## src/rtl/lpc_io_reg_writer_pkg.sv

```systemverilog
// Shared LPC constants and FSM state encoding for the I/O-write register writer.
package lpc_io_reg_writer_pkg;

  localparam logic [3:0] LPC_START     = 4'h0;
  localparam logic [3:0] CYCTYPE_IO_WR = 4'b0010;
  localparam logic [3:0] SYNC_READY    = 4'h0;
  localparam logic [3:0] TAR_NIBBLE    = 4'hF;

  typedef enum logic [3:0] {
    ST_IDLE,
    ST_CYCT,
    ST_ADDR,
    ST_DATA0,
    ST_DATA1,
    ST_TAR0,
    ST_TAR1,
    ST_SYNC,
    ST_TAR2
  } lpc_state_e;

  function automatic int idx_width(input int n);
    return (n > 1) ? $clog2(n) : 1;
  endfunction

endpackage

```

## src/rtl/lpc_addr_decode.sv

```systemverilog
// Combinational window decode: I/O address -> hit flag, register index and byte lane.
module lpc_addr_decode
  import lpc_io_reg_writer_pkg::*;
#(
  parameter logic [15:0] BASE_ADDR = 16'h0600,
  parameter int          NREG      = 10,
  localparam int         IDX_W     = idx_width(NREG)
) (
  input  logic [15:0]      i_addr,
  output logic             o_hit,
  output logic [IDX_W-1:0] o_idx,
  output logic [1:0]       o_lane
);

  logic [15:0] w_off;
  logic [16:0] w_end;

  assign w_off = i_addr - BASE_ADDR;
  // 17-bit end bound so a window touching 16'hFFFF cannot wrap to zero.
  assign w_end = {1'b0, BASE_ADDR} + 17'(NREG * 4);

  assign o_hit  = (i_addr >= BASE_ADDR) && ({1'b0, i_addr} < w_end);
  assign o_idx  = IDX_W'(w_off >> 2);
  assign o_lane = w_off[1:0];

endmodule

```

## src/rtl/lpc_io_reg_writer.sv

```systemverilog
// LPC peripheral I/O-write decoder: packs byte writes into a shadow word and
// commits it to a one-hot register file on each lane-3 write.
module lpc_io_reg_writer
  import lpc_io_reg_writer_pkg::*;
#(
  parameter logic [15:0] BASE_ADDR = 16'h0600,
  parameter int          NREG      = 10
) (
  input  logic            clk,
  input  logic            reset_n,
  input  logic            lframe_n,
  input  logic [3:0]      lad_in,
  output logic [3:0]      lad_out,
  output logic            lad_oe,
  output logic [NREG-1:0] wsel,
  output logic [31:0]     din
);

  localparam int IDX_W = idx_width(NREG);

  lpc_state_e       r_state;
  lpc_state_e       w_next_state;
  logic [15:0]      r_addr;
  logic [1:0]       r_nib_cnt;
  logic [3:0]       r_data_lo;
  logic [31:0]      r_shadow;
  logic [NREG-1:0]  r_wsel;
  logic             r_lad_oe;
  logic [3:0]       r_lad_out;

  logic             w_hit;
  logic [IDX_W-1:0] w_idx;
  logic [1:0]       w_lane;
  logic [NREG-1:0]  w_onehot;

  lpc_addr_decode #(
    .BASE_ADDR (BASE_ADDR),
    .NREG      (NREG)
  ) u_addr_decode (
    .i_addr (r_addr),
    .o_hit  (w_hit),
    .o_idx  (w_idx),
    .o_lane (w_lane)
  );

  assign w_onehot = NREG'(1) << w_idx;

  always_ff @(posedge clk or negedge reset_n) begin
    if (!reset_n) r_state <= ST_IDLE;
    else          r_state <= w_next_state;
  end

  always_comb begin
    // NOTE: default first so every path assigns w_next_state; no latch is inferred.
    w_next_state = r_state;
    if (!lframe_n) begin
      // LFRAME# low aborts whatever is in flight; it may also be a fresh START.
      w_next_state = (lad_in == LPC_START) ? ST_CYCT : ST_IDLE;
    end else begin
      case (r_state)
        ST_IDLE:  w_next_state = ST_IDLE;
        ST_CYCT:  w_next_state = (lad_in == CYCTYPE_IO_WR) ? ST_ADDR : ST_IDLE;
        ST_ADDR:  w_next_state = (r_nib_cnt == 2'd3) ? ST_DATA0 : ST_ADDR;
        ST_DATA0: w_next_state = ST_DATA1;
        ST_DATA1: w_next_state = w_hit ? ST_TAR0 : ST_IDLE;
        ST_TAR0:  w_next_state = ST_TAR1;
        ST_TAR1:  w_next_state = ST_SYNC;
        ST_SYNC:  w_next_state = ST_TAR2;
        ST_TAR2:  w_next_state = ST_IDLE;
        default:  w_next_state = ST_IDLE;
      endcase
    end
  end

  // NOTE: sequential state uses non-blocking assignments so every register sees pre-edge values.
  always_ff @(posedge clk or negedge reset_n) begin
    if (!reset_n) begin
      r_addr    <= '0;
      r_nib_cnt <= '0;
      r_data_lo <= '0;
      r_shadow  <= '0;
      r_wsel    <= '0;
      r_lad_oe  <= 1'b0;
      r_lad_out <= TAR_NIBBLE;
    end else begin
      if (r_state == ST_CYCT) r_nib_cnt <= '0;
      if (r_state == ST_ADDR) begin
        r_addr    <= {r_addr[11:0], lad_in};
        r_nib_cnt <= r_nib_cnt + 2'd1;
      end
      if (r_state == ST_DATA0) r_data_lo <= lad_in;

      // Entering TAR0 only happens from DATA1 on an uninterrupted hit.
      if (w_next_state == ST_TAR0) r_shadow[{w_lane, 3'b000} +: 8] <= {lad_in, r_data_lo};
      r_wsel    <= ((w_next_state == ST_TAR0) && (w_lane == 2'd3)) ? w_onehot : '0;

      r_lad_oe  <= (w_next_state == ST_SYNC) || (w_next_state == ST_TAR2);
      r_lad_out <= (w_next_state == ST_SYNC) ? SYNC_READY : TAR_NIBBLE;
    end
  end

  assign lad_out = r_lad_out;
  assign lad_oe  = r_lad_oe;
  assign wsel    = r_wsel;
  assign din     = r_shadow;

endmodule

```

## config.mk

```make
export PLATFORM = sky130hd
export DESIGN_NAME = lpc_io_reg_writer
export DESIGN_NICKNAME = d
export VERILOG_FILES = /design/src/rtl/lpc_io_reg_writer_pkg.sv /design/src/rtl/lpc_addr_decode.sv /design/src/rtl/lpc_io_reg_writer.sv
export SDC_FILE = /design/constraint.sdc
export NUM_CORES = 1
export LEC_CHECK = 0
export CAP_MARGIN = 25
export CORE_MARGIN = 2
export CORE_UTILIZATION = 50
export DETAILED_ROUTE_END_ITERATION = 7
export GPL_TIMING_DRIVEN = 0
export PLACE_DENSITY = 0.82
export SLEW_MARGIN = 10
export SYNTH_ARGS = -nofsm -noshare
export SYNTH_HDL_FRONTEND = slang
export SYNTH_SLANG_ARGS = --single-unit
```

## constraint.sdc

```tcl
create_clock -name clk -period 2.4 [get_ports clk]
set_clock_uncertainty 0.05 [all_clocks]
set_input_delay 0.72 -clock clk [delete_from_list [all_inputs] [get_ports clk]]
set_output_delay 0.72 -clock clk [all_outputs]
set_load 0.02 [all_outputs]
```

Word-level counts from Yosys, hierarchy flattened
Index checks and enable logic that the tools add are counted.

Shifts and indexed selects: 3. Mux-type cells: 11. $add $sub $neg: 3. Equality and inequality tests: 13. Magnitude comparators: 2. Reduce and logical (&&, ||, !) cells: 5.

Operator list (number): bitwise mux 32 bit (1); variable shift 8 x 7 -> 32 bit (first input constant) (1); indexed part select 8 x 7 -> 32 bit (1); case mux 4 bit (7 select lines) (1); equality test 4 x 3 -> 1 bit (second input constant) (6); >= comparator 16 x 11 -> 1 bit (second input constant) (1); less-than comparator 16 x 11 -> 1 bit (second input constant) (1); equality test 4 x 2 -> 1 bit (second input constant) (3); 2-to-1 mux 10 bit (1); left shift 1 x 4 -> 10 bit (first input constant) (1); 2-to-1 mux 4 bit (2); negator 5 -> 7 bit (1); 2-to-1 mux 2 bit (3); subtractor 6 x 1 -> 6 bit (second input constant) (1); equality test 2 bit (second input constant) (2); equality test 4 x 1 -> 1 bit (second input constant) (1); equality test 4 bit (second input constant) (1); logical NOT 4 bit (1); 2-to-1 mux 3 bit (1); adder 2 x 1 -> 2 bit (second input constant) (1); logical AND 1 bit (2); 2-to-1 mux 1 bit (2); nonzero test 2 bit (1); logical OR 1 bit (1).

Output and inout port bits: 47. Logic and storage cells: 45. Input port bits: 7. Bits in registers: 73.

Depth between registers and ports, before layout
Depth after elaboration: 8. Depth in mapped cells: 7. Mapped depth without buffers: 5.

Modules after synthesis
A second synthesis with hierarchy kept.

Cells, all modules: 275. Area, all modules: 3185.6 µm².

Modules (own cells, without submodules): lpc_io_reg_writer (times used 1, sequential area each 1752.9 µm², cells an instance 264, area each 3106.7 µm²); lpc_addr_decode (times used 1, sequential area each 0.0 µm², cells an instance 11, area each 78.8 µm²).

Worst setup path before layout
No wires, ideal clock.

Kind: input-to-reg. Start point: input port lframe_n. End point: register r_shadow[24] (netlist: din[24]). Arrival: 1655 ps. Cell stages on the path: 6. Setup time: 79 ps. Buffers on the path: 2. Slack: 616 ps. Required time: 2271 ps. Cells stage by stage: and3b_1 -> and4_1 -> buf_6 -> nand3_4 -> buf_6 -> mux2i_1.

Longest elaborated chain between the ends: 2.

RTL lines: start, declared (line lpc_io_reg_writer.sv:11) `input logic lframe_n,`; 2-to-1 mux 4 bit (line lpc_io_reg_writer.sv:56) `if (!lframe_n) begin`; equality test 4 x 3 -> 1 bit (line lpc_io_reg_writer.sv:94) `if (w_next_state == ST_TAR0) r_shadow[{w_lane, 3'b000} +: 8] <= {lad_in, r_data_lo};`; end signal, assigned by index (line lpc_io_reg_writer.sv:94); end, declared (line lpc_io_reg_writer.sv:26) `logic [31:0] r_shadow;`.

No other way between the ends. A chain may end at the register's enable or synchronous reset.

==> results.ini <==
[synthesis]
synth_area_leader_cell=dfrtp_1
yosys_warnings=0
synth-async-reset-ratio=1.00
synth_edf_count=0
synth_cells=275
synth.area.top_cells=dfrtp_1, mux2i_1, mux2_2, nand2_1, inv_1
ys.flop_type=dfrtp_1
netlist.area_leader.share=0.554
synth_cell_types=35
yosysSeqAreaShare=0.563
netlist_area_um2=3120
synth_nets=288
syn_avg_cell_area_um2=11.3
ys_ff_latch=70

[routing]
routed_wl_mm=6.15
wl_per_cell_um=14.6
via_count=2165
drtPass1Iterations=4
via_per_inst=5.15
ant_nets=0
route.detailed.drc=0
drt_iter0_markers=117

[critical_path]
required_ps=1630
slowest_delay_ps=580
cp_max_fo=4
r2r_slack_ps=280
cp_top_family=buffers and inverters
worstSetupPathType=reg2out
cp.buffers_inverters=2
r2r.worst_path.cells=5
arrival_ps=1570
cp-start-kind=flop
regToRegStartpoint=r_addr[0]
cp-end-kind=output port
worstPathCellList=buf_4 -> clkdlybuf4s50_1
r2r-end=din[6]
crit_slowest_cell=clkdlybuf4s50_1

[pwr]
p_switching_uw=528
p_total_mw=2.45
power_frac_comb=0.053
power_frac_seq=0.491
ir_worst_vdd_uv=435
power.leakage_nw=2.13
swShare=0.215
p_per_area_nw_per_um2=614
p_clk_frac=0.456
intPower_mw=1.92

[timing]
tightest_slew_ps=856
rsz0062_at_grt=false
fin_crit_ps=2340
relSlewSlack=0.428
max_freq_mhz=427
finalSetupViolCount=0
whs_ps=274
slew_violations=0
fin_crit_sh=0.976
finalHoldViolCount=0

[placed_design]
gp_congestion=0.798
hpwl_mm=4.24
portBuffers=52
placedCellCount=403
dpl_cell_area_um2=3750

[finish]
finish.instance_area_um2=3990
synthToLayoutAreaGrowth_pct=28.2
diodes=0
finalNetCount=353
instances_no_fill=420
drive_above_1_share=0.148
fill_cells=451

[grt]
grt_pass1_wl_mm=10.8
grt_pass1_vias=2195
antenna_found_initial=0
met1_usage=0.254
track_usage=0.195
grt_overflow=0
gr-max-usage-layer=met2
met2_usage=0.317
grt_use_met3=0.0328
grt_max_degree=37

[flow_run]
drv_cap=0

[floorplanning]
coreArea_um2=5960
fp-row-count=28
ios=54
dieArea_um2=6880
die_w_um=82.9
start_util=0.523
die_y_um=82.9

[clock_tree]
cts_buffers=9
clock_path_buffers=2
clk_latency_ps=340
htreeDepth=3
clk_pin_slew_ps=70
cts_tree=done
cts_sinks=70
root_buffer=clkbuf_8
post_cts_buffers=0

[min_path]
hold_path.class=in2async

[outcome]
status=finished clean

==> worst register-to-register path: stages (launching register included) <==
cell and delay (ps):
dfrtp_1 450, inv_1 160, ha_1 360, nor3b_1 730
nand2_1 120, mux2i_1 170
==> registers in the layout, indices dropped and copies added (netlist names) <==
signal / count
din: 32
r_addr: 16
wsel: 10
r_data_lo: 4
r_state: 4
r_nib_cnt: 2
lad_oe: 1
lad_out: 1
==> kinds of logic after synthesis <==
kind of cell	share of synthesized area
simple gates	0.147
flops	0.563
buf+inv	0.0723
mux	0.167
compound gates	0.0241
fa+ha+maj	0.0241
xor+xnor	0.00281
==> synthesized netlist by cell type (2+ instances only) <==
cell / count
a22o_1: 2
nor4_1: 8
nor3_2: 2
mux2_2: 17
buf_6: 2
clkbuf_1: 5
ha_1: 6
nor2_1: 5
nor3b_1: 4
nor3_1: 2
nand2_1: 46
inv_1: 35
and3_1: 3
buf_2: 3
nand2b_1: 2
nand3_2: 3
o21ai_0: 6
buf_4: 5
mux2i_1: 33
nor4b_1: 2
dfrtp_1: 69
and2_1: 2
==> per-layer routing <==
| layer | vias to the layer above | wire [um] |
|---|---|---|
| li1 | 1031 | - |
| met4 | 0 | 138 |
| met3 | 11 | 268 |
| met5 | - | 0 |
| met1 | 1066 | 2750 |
| met2 | 57 | 2990 |
==> area by class of cell <==
cell class | count | area, um2 | area share
Clock buffer | 12 | 135 | 0.0338
Tap cell | 75 | 93.8 | 0.0235
Multi-Input combinational cell | 155 | 1140 | 0.286
Sequential cell | 70 | 1750 | 0.439
Timing Repair Buffer | 54 | 548 | 0.137
Inverter | 35 | 131 | 0.0329
Buffer | 15 | 93.8 | 0.0235
Clock inverter | 4 | 95.1 | 0.0238
==> cell usage in the layout (no fill, tap or decap), types with 3 or more instances in the layout <==
cell and n:
and3_1 3, buf_2 3, buf_4 6, bufinv_16 3, clkbuf_1 8, clkbuf_8 9, clkdlybuf4s50_1 49, dfrtp_1 69
ha_1 6, inv_1 35, mux2_2 17, mux2i_1 33, nand2_1 46, nand3_2 3, nor2_1 5, nor3b_1 3
nor4_1 8, o21ai_0 6
==> per-stage QoR <==
| step | TNS [ps] | setup WS [ps] | util |
|---|---|---|---|
| finish | 0 | 56.9 | 0.670 |
| global route | 0 | 5.38 | 0.670 |
| CTS | 0 | 28.9 | 0.668 |
| detailed placement | -1450 | -82.1 | 0.629 |
| global placement | -117940 | -1690 | 0.626 |
| floorplan | 0 | 616 | - |
==> power by group through the flow <==
stage                     clock [mW]  sequential, mW  combinational [mW]
after floorplan                    0            1.22              0.0698
after global placement             0            1.23               0.122
after detailed placement           0            1.23               0.128
after CTS                       1.13            1.20               0.130
after global routing            1.18            1.21               0.149
final                           1.12            1.20               0.129
==> how the worst max path moves through the flow <==
stage,startpoint,end,slack [ps],cells after the start
final,lad_out[2],lad_out[3],60,2
after floorplan,lframe_n,din[24],620,6
after global placement,reset_n,din[18],-1690,1
after detailed placement,lframe_n,din[19],-80,6
after global routing,lad_out[2],lad_out[3],5,2
after CTS,lad_out[2],lad_out[2],30,2
==> repair_timing <==
item / CTS / global route
gates resized for setup: 0 / 3
setup endpoints to repair: 0 / 7
hold buffers: 0 / 0
No activity file was read; power rests on OpenSTA's default activity.
